## config.mk

```make
export PLATFORM = sky130hd
export DESIGN_NAME = comparator_serial_ctrl
export DESIGN_NICKNAME = d
export VERILOG_FILES = /design/src/rtl/comparator_serial_ctrl.sv
export SDC_FILE = /design/constraint.sdc
export NUM_CORES = 1
export LEC_CHECK = 0
export CAP_MARGIN = 20
export CORE_MARGIN = 2
export CORE_UTILIZATION = 40
export CTS_CLUSTER_DIAMETER = 80
export CTS_CLUSTER_SIZE = 8
export DETAILED_ROUTE_END_ITERATION = 8
export DONT_BUFFER_PORTS = 1
export SYNTH_ARGS = -nofsm -noshare
export SYNTH_HDL_FRONTEND = slang
export SYNTH_SLANG_ARGS = --single-unit
```

## constraint.sdc

```tcl
create_clock -name clk_i -period 2.06 [get_ports clk_i]
set_input_delay 0.412 -clock clk_i [delete_from_list [all_inputs] [get_ports clk_i]]
set_output_delay 0.412 -clock clk_i [all_outputs]
set_load 0.03 [all_outputs]
```

## src/rtl/comparator_serial_ctrl.sv

```systemverilog
// comparator_serial_ctrl
//   Multi-cycle unsigned magnitude comparator controller. A start request in
//   IDLE captures operands a_i/b_i. The FSM then scans one bit pair per clock
//   from MSB to LSB, and the first differing bit decides the result. Results
//   are reported alongside a one-cycle done_o pulse.
//
//   Optional feature: define EARLY_EXIT_EN to leave SCAN on the first differing
//   bit. By default all WIDTH bits are scanned, which gives a fixed latency.
//
// Ports
//   clk_i      rising-edge clock
//   rst_i      synchronous, active-high reset
//   start_i    compare request; only honoured while busy_o == 0
//   a_i, b_i   operands, captured on an accepted start
//   busy_o     high during SCAN and DONE
//   done_o     one-cycle completion pulse
//   greater_o  a > b of the last completed compare
//   less_o     a < b of the last completed compare
//   equal_o    a == b of the last completed compare
//   cycles_o   number of bit pairs scanned for the last result
module comparator_serial_ctrl #(
    parameter int unsigned WIDTH = 8,
    localparam int unsigned CW = $clog2(WIDTH + 1)
) (
    input  logic             clk_i,
    input  logic             rst_i,
    input  logic             start_i,
    input  logic [WIDTH-1:0] a_i,
    input  logic [WIDTH-1:0] b_i,
    output logic             busy_o,
    output logic             done_o,
    output logic             greater_o,
    output logic             less_o,
    output logic             equal_o,
    output logic [CW-1:0]    cycles_o
);

    localparam int unsigned IW = (WIDTH > 1) ? $clog2(WIDTH) : 1;

    typedef enum logic [1:0] {
        StIdle,
        StScan,
        StDone
    } state_e;

    state_e           state_q, state_d;
    logic [WIDTH-1:0] a_q, a_d;
    logic [WIDTH-1:0] b_q, b_d;
    logic [IW-1:0]    idx_q, idx_d;
    logic [CW-1:0]    cnt_q, cnt_d;
    logic             gt_q, gt_d;
    logic             lt_q, lt_d;
    logic             greater_q, greater_d;
    logic             less_q, less_d;
    logic             equal_q, equal_d;
    logic [CW-1:0]    cycles_q, cycles_d;

    logic bit_diff;
    logic decided;
    logic gt_next;
    logic lt_next;
    logic scan_last;

    // Compare step for the current bit pair; once a flag is set it is sticky.
    assign bit_diff = a_q[idx_q] ^ b_q[idx_q];
    assign decided  = gt_q | lt_q;
    assign gt_next  = gt_q | (~decided & bit_diff & a_q[idx_q]);
    assign lt_next  = lt_q | (~decided & bit_diff & ~a_q[idx_q]);

`ifdef EARLY_EXIT_EN
    assign scan_last = (idx_q == '0) | (~decided & bit_diff);
`else
    assign scan_last = (idx_q == '0);
`endif

    always_comb begin
        state_d   = state_q;
        a_d       = a_q;
        b_d       = b_q;
        idx_d     = idx_q;
        cnt_d     = cnt_q;
        gt_d      = gt_q;
        lt_d      = lt_q;
        greater_d = greater_q;
        less_d    = less_q;
        equal_d   = equal_q;
        cycles_d  = cycles_q;

        unique case (state_q)
            StIdle: begin
                if (start_i) begin
                    a_d     = a_i;
                    b_d     = b_i;
                    idx_d   = IW'(WIDTH - 1);
                    cnt_d   = '0;
                    gt_d    = 1'b0;
                    lt_d    = 1'b0;
                    state_d = StScan;
                end
            end
            StScan: begin
                gt_d  = gt_next;
                lt_d  = lt_next;
                cnt_d = cnt_q + CW'(1);
                if (scan_last) begin
                    // Results are loaded on entry to DONE so that they are
                    // already valid while done_o is high.
                    greater_d = gt_next;
                    less_d    = lt_next;
                    equal_d   = ~gt_next & ~lt_next;
                    cycles_d  = cnt_q + CW'(1);
                    state_d   = StDone;
                end else begin
                    idx_d = idx_q - IW'(1);
                end
            end
            StDone: begin
                state_d = StIdle;
            end
            default: begin
                state_d = StIdle;
            end
        endcase
    end

    always_ff @(posedge clk_i) begin
        if (rst_i) begin
            state_q   <= StIdle;
            a_q       <= '0;
            b_q       <= '0;
            idx_q     <= '0;
            cnt_q     <= '0;
            gt_q      <= 1'b0;
            lt_q      <= 1'b0;
            greater_q <= 1'b0;
            less_q    <= 1'b0;
            equal_q   <= 1'b0;
            cycles_q  <= '0;
        end else begin
            state_q   <= state_d;
            a_q       <= a_d;
            b_q       <= b_d;
            idx_q     <= idx_d;
            cnt_q     <= cnt_d;
            gt_q      <= gt_d;
            lt_q      <= lt_d;
            greater_q <= greater_d;
            less_q    <= less_d;
            equal_q   <= equal_d;
            cycles_q  <= cycles_d;
        end
    end

    assign busy_o    = (state_q != StIdle);
    assign done_o    = (state_q == StDone);
    assign greater_o = greater_q;
    assign less_o    = less_q;
    assign equal_o   = equal_q;
    assign cycles_o  = cycles_q;

endmodule

```

# Yosys cells after proc, flatten, opt, wreduce, memory -nomap -nowiden
# Cells that the tools add are included.
[totals]
regBits = 34
out_inout_bits = 9
wordCells = 55
[classes]
add_sub_neg = 2
order_cmp = 1
eq_ne = 5
n_mux = 15
bitwise_logic = 12
reduce_logical = 9
[ops]
columns = ["cell", "count"]
rows = [
  ["$pmux 4 s2", 1],
  ["$reduce_and 2->1", 4],
  ["$bmux 1 s3", 2],
  ["$mux 3", 2],
  ["$ne 2x2->1 const B", 3],
  ["$pmux 3 s2", 1],
  ["$add 4x1->4 const B", 1],
  ["$and 1x1->1", 4],
  ["$lt 3x4->1 const B", 1],
  ["$mux 2", 2],
  ["$mux 4", 1],
  ["$not 1->1", 4],
  ["$pmux 1 s2", 2],
  ["$pmux 2 s2", 1],
  ["$reduce_bool 2->1", 2],
  ["$logic_not 3->1", 1],
  ["$mux 1", 3],
  ["$or 1x1->1", 3],
  ["$reduce_and 3->1", 1],
  ["$sub 3x1->3 const B", 1],
  ["$eq 2x1->1 const B", 1],
  ["$eq 2x2->1 const B", 1],
  ["$logic_not 2->1", 1],
  ["$xor 1x1->1", 1],
]

# Longest topological paths before layout
[depth]
depth_word = 8
mapped_depth = 8

# Worst setup path before layout
# No wires, ideal clock.
[synth_path]
kind = "reg2reg"
from = "register idx_q[0]"
to = "register equal_q, in the netlist equal_o"
arrival_ns = 1.535
required_time_ns = 1.991
slack_ns = 0.456
stages_incl_launch_ff = 8
path_buffers = 1
cell_sequence = "dfxtp_1 buf_6 inv_1 ha_1 nor2b_1 nand2_1 or4_1 o21ai_1"
[synth_between]
elab_chain_len = 8
word_cells_on_any_way = 16
[synth_lines]
columns = ["element", "line_no", "text"]
rows = [
  ["from (decl)", "49", "logic [IW-1:0] idx_q, idx_d;"],
  ["from (signal assigned)", "143", "idx_q <= idx_d;"],
  ["$bmux 1 s3 (on tied branches)", "65, 67, 68", ""],
  ["$mux 1 (on tied branches)", "65, 67, 68", ""],
  ["$xor 1x1->1", "65", "assign bit_diff = a_q[idx_q] ^ b_q[idx_q];"],
  ["$and 1x1->1", "67, 68", ""],
  ["$and 1x1->1 (on tied branches)", "67, 68", ""],
  ["$or 1x1->1 (on tied branches)", "67, 68", ""],
  ["$not 1->1", "110", "equal_d = ~gt_next & ~lt_next;"],
  ["$and 1x1->1", "110", ""],
  ["to (signal assigned)", "149", "equal_q <= equal_d;"],
  ["to (decl)", "55", "logic equal_q, equal_d;"],
]
# Parallel ways exist; a longest one is shown, timed or not. The select of a mux whose other input is x is not followed.
# A chain may end at the register's enable or synchronous reset.

# Worst setup path after layout
[layout_path]
from = "register idx_q[0]"
to = "register less_q, in the netlist less_o"
[layout_between]
elab_chain_len = 6
word_cells_on_any_way = 11
[layout_lines]
columns = ["element", "line_no", "text"]
rows = [
  ["$bmux 1 s3 (on tied branches)", "65, 68", ""],
  ["$mux 1 (on tied branches)", "65, 68", ""],
  ["$xor 1x1->1", "65", ""],
  ["$and 1x1->1 (2 in a row)", "68", "assign lt_next = lt_q | (~decided & bit_diff & ~a_q[idx_q]);"],
  ["$or 1x1->1", "68", ""],
  ["to (signal assigned)", "148", "less_q <= less_d;"],
  ["to (decl)", "54", "logic less_q, less_d;"],
]
# Parallel ways exist; a longest one is shown, timed or not. The select of a mux whose other input is x is not followed.

==> impl_metrics.toml <==
[run_status]
run_status = "completed"

[pwr]
power-per-cell-area_nw_per_um2 = 901
irDropWorstVdd_mv = 0.301
total_leakage_power_uw = 0.000605

[setup_path]
crit_type = "reg -> reg"
crit_chain = "mux4_1, mux2i_4, nor3b_2, o31a_1"
crit_arrival_ns = 1.99
crit_fanout = 7
cp_slowest_stage_delay_ns = 0.64
reg2regPathDepth = 4
slowest_stage = "mux4_1"
cp-start-kind = "register"
r2r_slack_ns = 0.30
cp.required_ns = 2.29
critPathCaptureType = "register"

[place]
post_dp_cell_area_sq_um = 1540
numPortBuffers = 0
dpl.hpwl_um = 2110
gp_congestion = 0.750

[layout]
antennaDiodeCount = 0
mostFrequentLayoutCells = "nand2_1, dfxtp_1, a21oi_1"
fin_util_pct = 44.5
stdcell_area_sq_um = 1620
syn_to_final_growth_pct = 7.40
drive_above_1_share_pct = 8.88
final_common_cell = "nand2_1"
num-nets-final = 191

[synthesis]
synth_edf_count = 0
ys_seq_elements = 34
synthCells = 169
netlist.area_leader.share_pct = 45.2
async_flop_share_pct = 0
yosysWarnings = 0
synth_flop_cell = "dfxtp_1"
synth_cell_types = 30
avgSynthCellArea_sq_um = 8.91
syn_nets = 191
synth_area_leaders = "dfxtp_1, nand2_1, a21oi_1"
synth.cell_area_sq_um = 1510
yosysTopAreaCell = "dfxtp_1"
yosysSeqAreaShare_pct = 45.2

[routing]
routedWlPerCell_um = 13.3
ant_nets = 0
dr.pass1.iters = 4
detail_route.vias_per_cell = 5.24
post-route-drc-count = 0
wl_um = 2890
drt_iter0_markers = 47
vias = 1136

[floorplan]
die_w_um = 65.3
ios = 28
initial_core_util_pct = 41.4
die_h_um = 65.3
core_sq_um = 3630
std_cell_rows = 22
die-area_sq_um = 4270

[grt]
use_met3_pct = 5.65
grt_pass1_wl_um = 5060
grt_use_met1_pct = 19.3
grtUsageMet2_pct = 25.6
grt_start_max_net_pins = 36
overflow = 0
grt_pass1_vias = 1102
grt_busiest_layer = "met2"
grt_antenna_before_repair = 0
track_usage_pct = 15.7

[run]
maxCapViolations = 0

[clock_tree]
cts-hold-fix-buffers = 0
cts_tree = "done"
clock_latency_ns = 0.28
clkSinkCount = 34
cts-resized-gates = 0
cts_inserted_buffers = 5
clockBufferDepth = 2
path_clk_slew_ns = 0.07
root_buffer = "clkbuf_8"
cts_setup_buffers = 0
htreeDepth = 2

[timing]
setup_viol = 0
period_minus_slack_ns = 1.76
slew_viol_final = 0
worst_pin_slew_ns = 0.619
clock_skew_ns = 0.00598
fin_setup_tns_ns = 0
period_share_pct = 85.5
rsz0062_at_grt = "false"
hold_violations = 0
fmax_ghz = 0.568
relSlewSlack_pct = 58.7

[min_path]
min_delay_path_depth = 1
hp-class = "in -> reg"
## cell type report
| type | count | area [sq um] |
|---|---|---|
| repair buffers | 3 | 22.5 |
| flip-flops and latches | 34 | 681 |
| fillers | 363 | 2020 |
| inverters | 2 | 7.51 |
| multi-input cells | 123 | 769 |
| well taps | 48 | 60.1 |
| clock buffers | 7 | 76.3 |
## power breakdown
| part | switching (uW) | internal [uW] | total [uW] |
|---|---|---|---|
| sequential | 61.0 | 707 | 768 |
| combinational | 130 | 104 | 234 |
| clock | 223 | 232 | 455 |
## final timing paths
check              to      from
min          idx_q[2]     rst_i
max reg2reg    less_o  idx_q[0]
min reg2reg    b_q[4]    b_q[4]
max            less_o  idx_q[0]
## cells in the mapped netlist, types with 3 or more instances
cell / n
a21oi_1: 26
mux4_1: 4
dfxtp_1: 34
clkbuf_1: 7
a211oi_1: 3
nor2b_1: 3
nor2_1: 17
nand3_1: 3
ha_1: 3
nor3b_2: 3
nand2_1: 38
## state kept, by name, indices dropped and copies added (netlist names)
signal	cells
cnt_q	4
equal_o	1
less_o	1
greater_o	1
state_q	2
lt_q	1
a_q	8
cycles_o	4
gt_q	1
idx_q	3
b_q	8
## per-layer routing
metal	vias to the layer above	part of all wire, %
met1	539	46
met2	18	49
met5	-	0
li1	573	-
met3	6	3.6
met4	0	1.4
## logic make-up (layout without fill, tap and decap cells)
kind of cell / after synthesis / after routing / share of synthesized area (%)
AOI/OAI and AO/OA: 36 / 36 / 13.5
DFF: 34 / 34 / 45.2
buffers and inverters: 12 / 12 / 3.66
muxes: 7 / 7 / 10.6
xor gates and xnor gates: 3 / 3 / 1.75
adders and majority gates: 3 / 3 / 2.49
and+or+nand+nor: 74 / 74 / 22.7
## critical path, delay by kind of cell, from the launching register on
kind	cells	cell delay [ns]
muxes	2	0.85
DFF	1	0.47
and+or+nand+nor	1	0.25
AOI/OAI and AO/OA	1	0.14
## metrics by stage
step,setup slack (ns),hold slack (ns),power [uW],std cells
after floorplan,0.456,0.432,981,169
after global placement,0.376,0.442,1010,210
after detailed placement,0.328,0.442,1020,210
after CTS,0.311,0.187,1470,217
after global routing,0.183,0.180,1540,217
final,0.298,0.203,1460,217
Power figures use the tool's default switching activity.
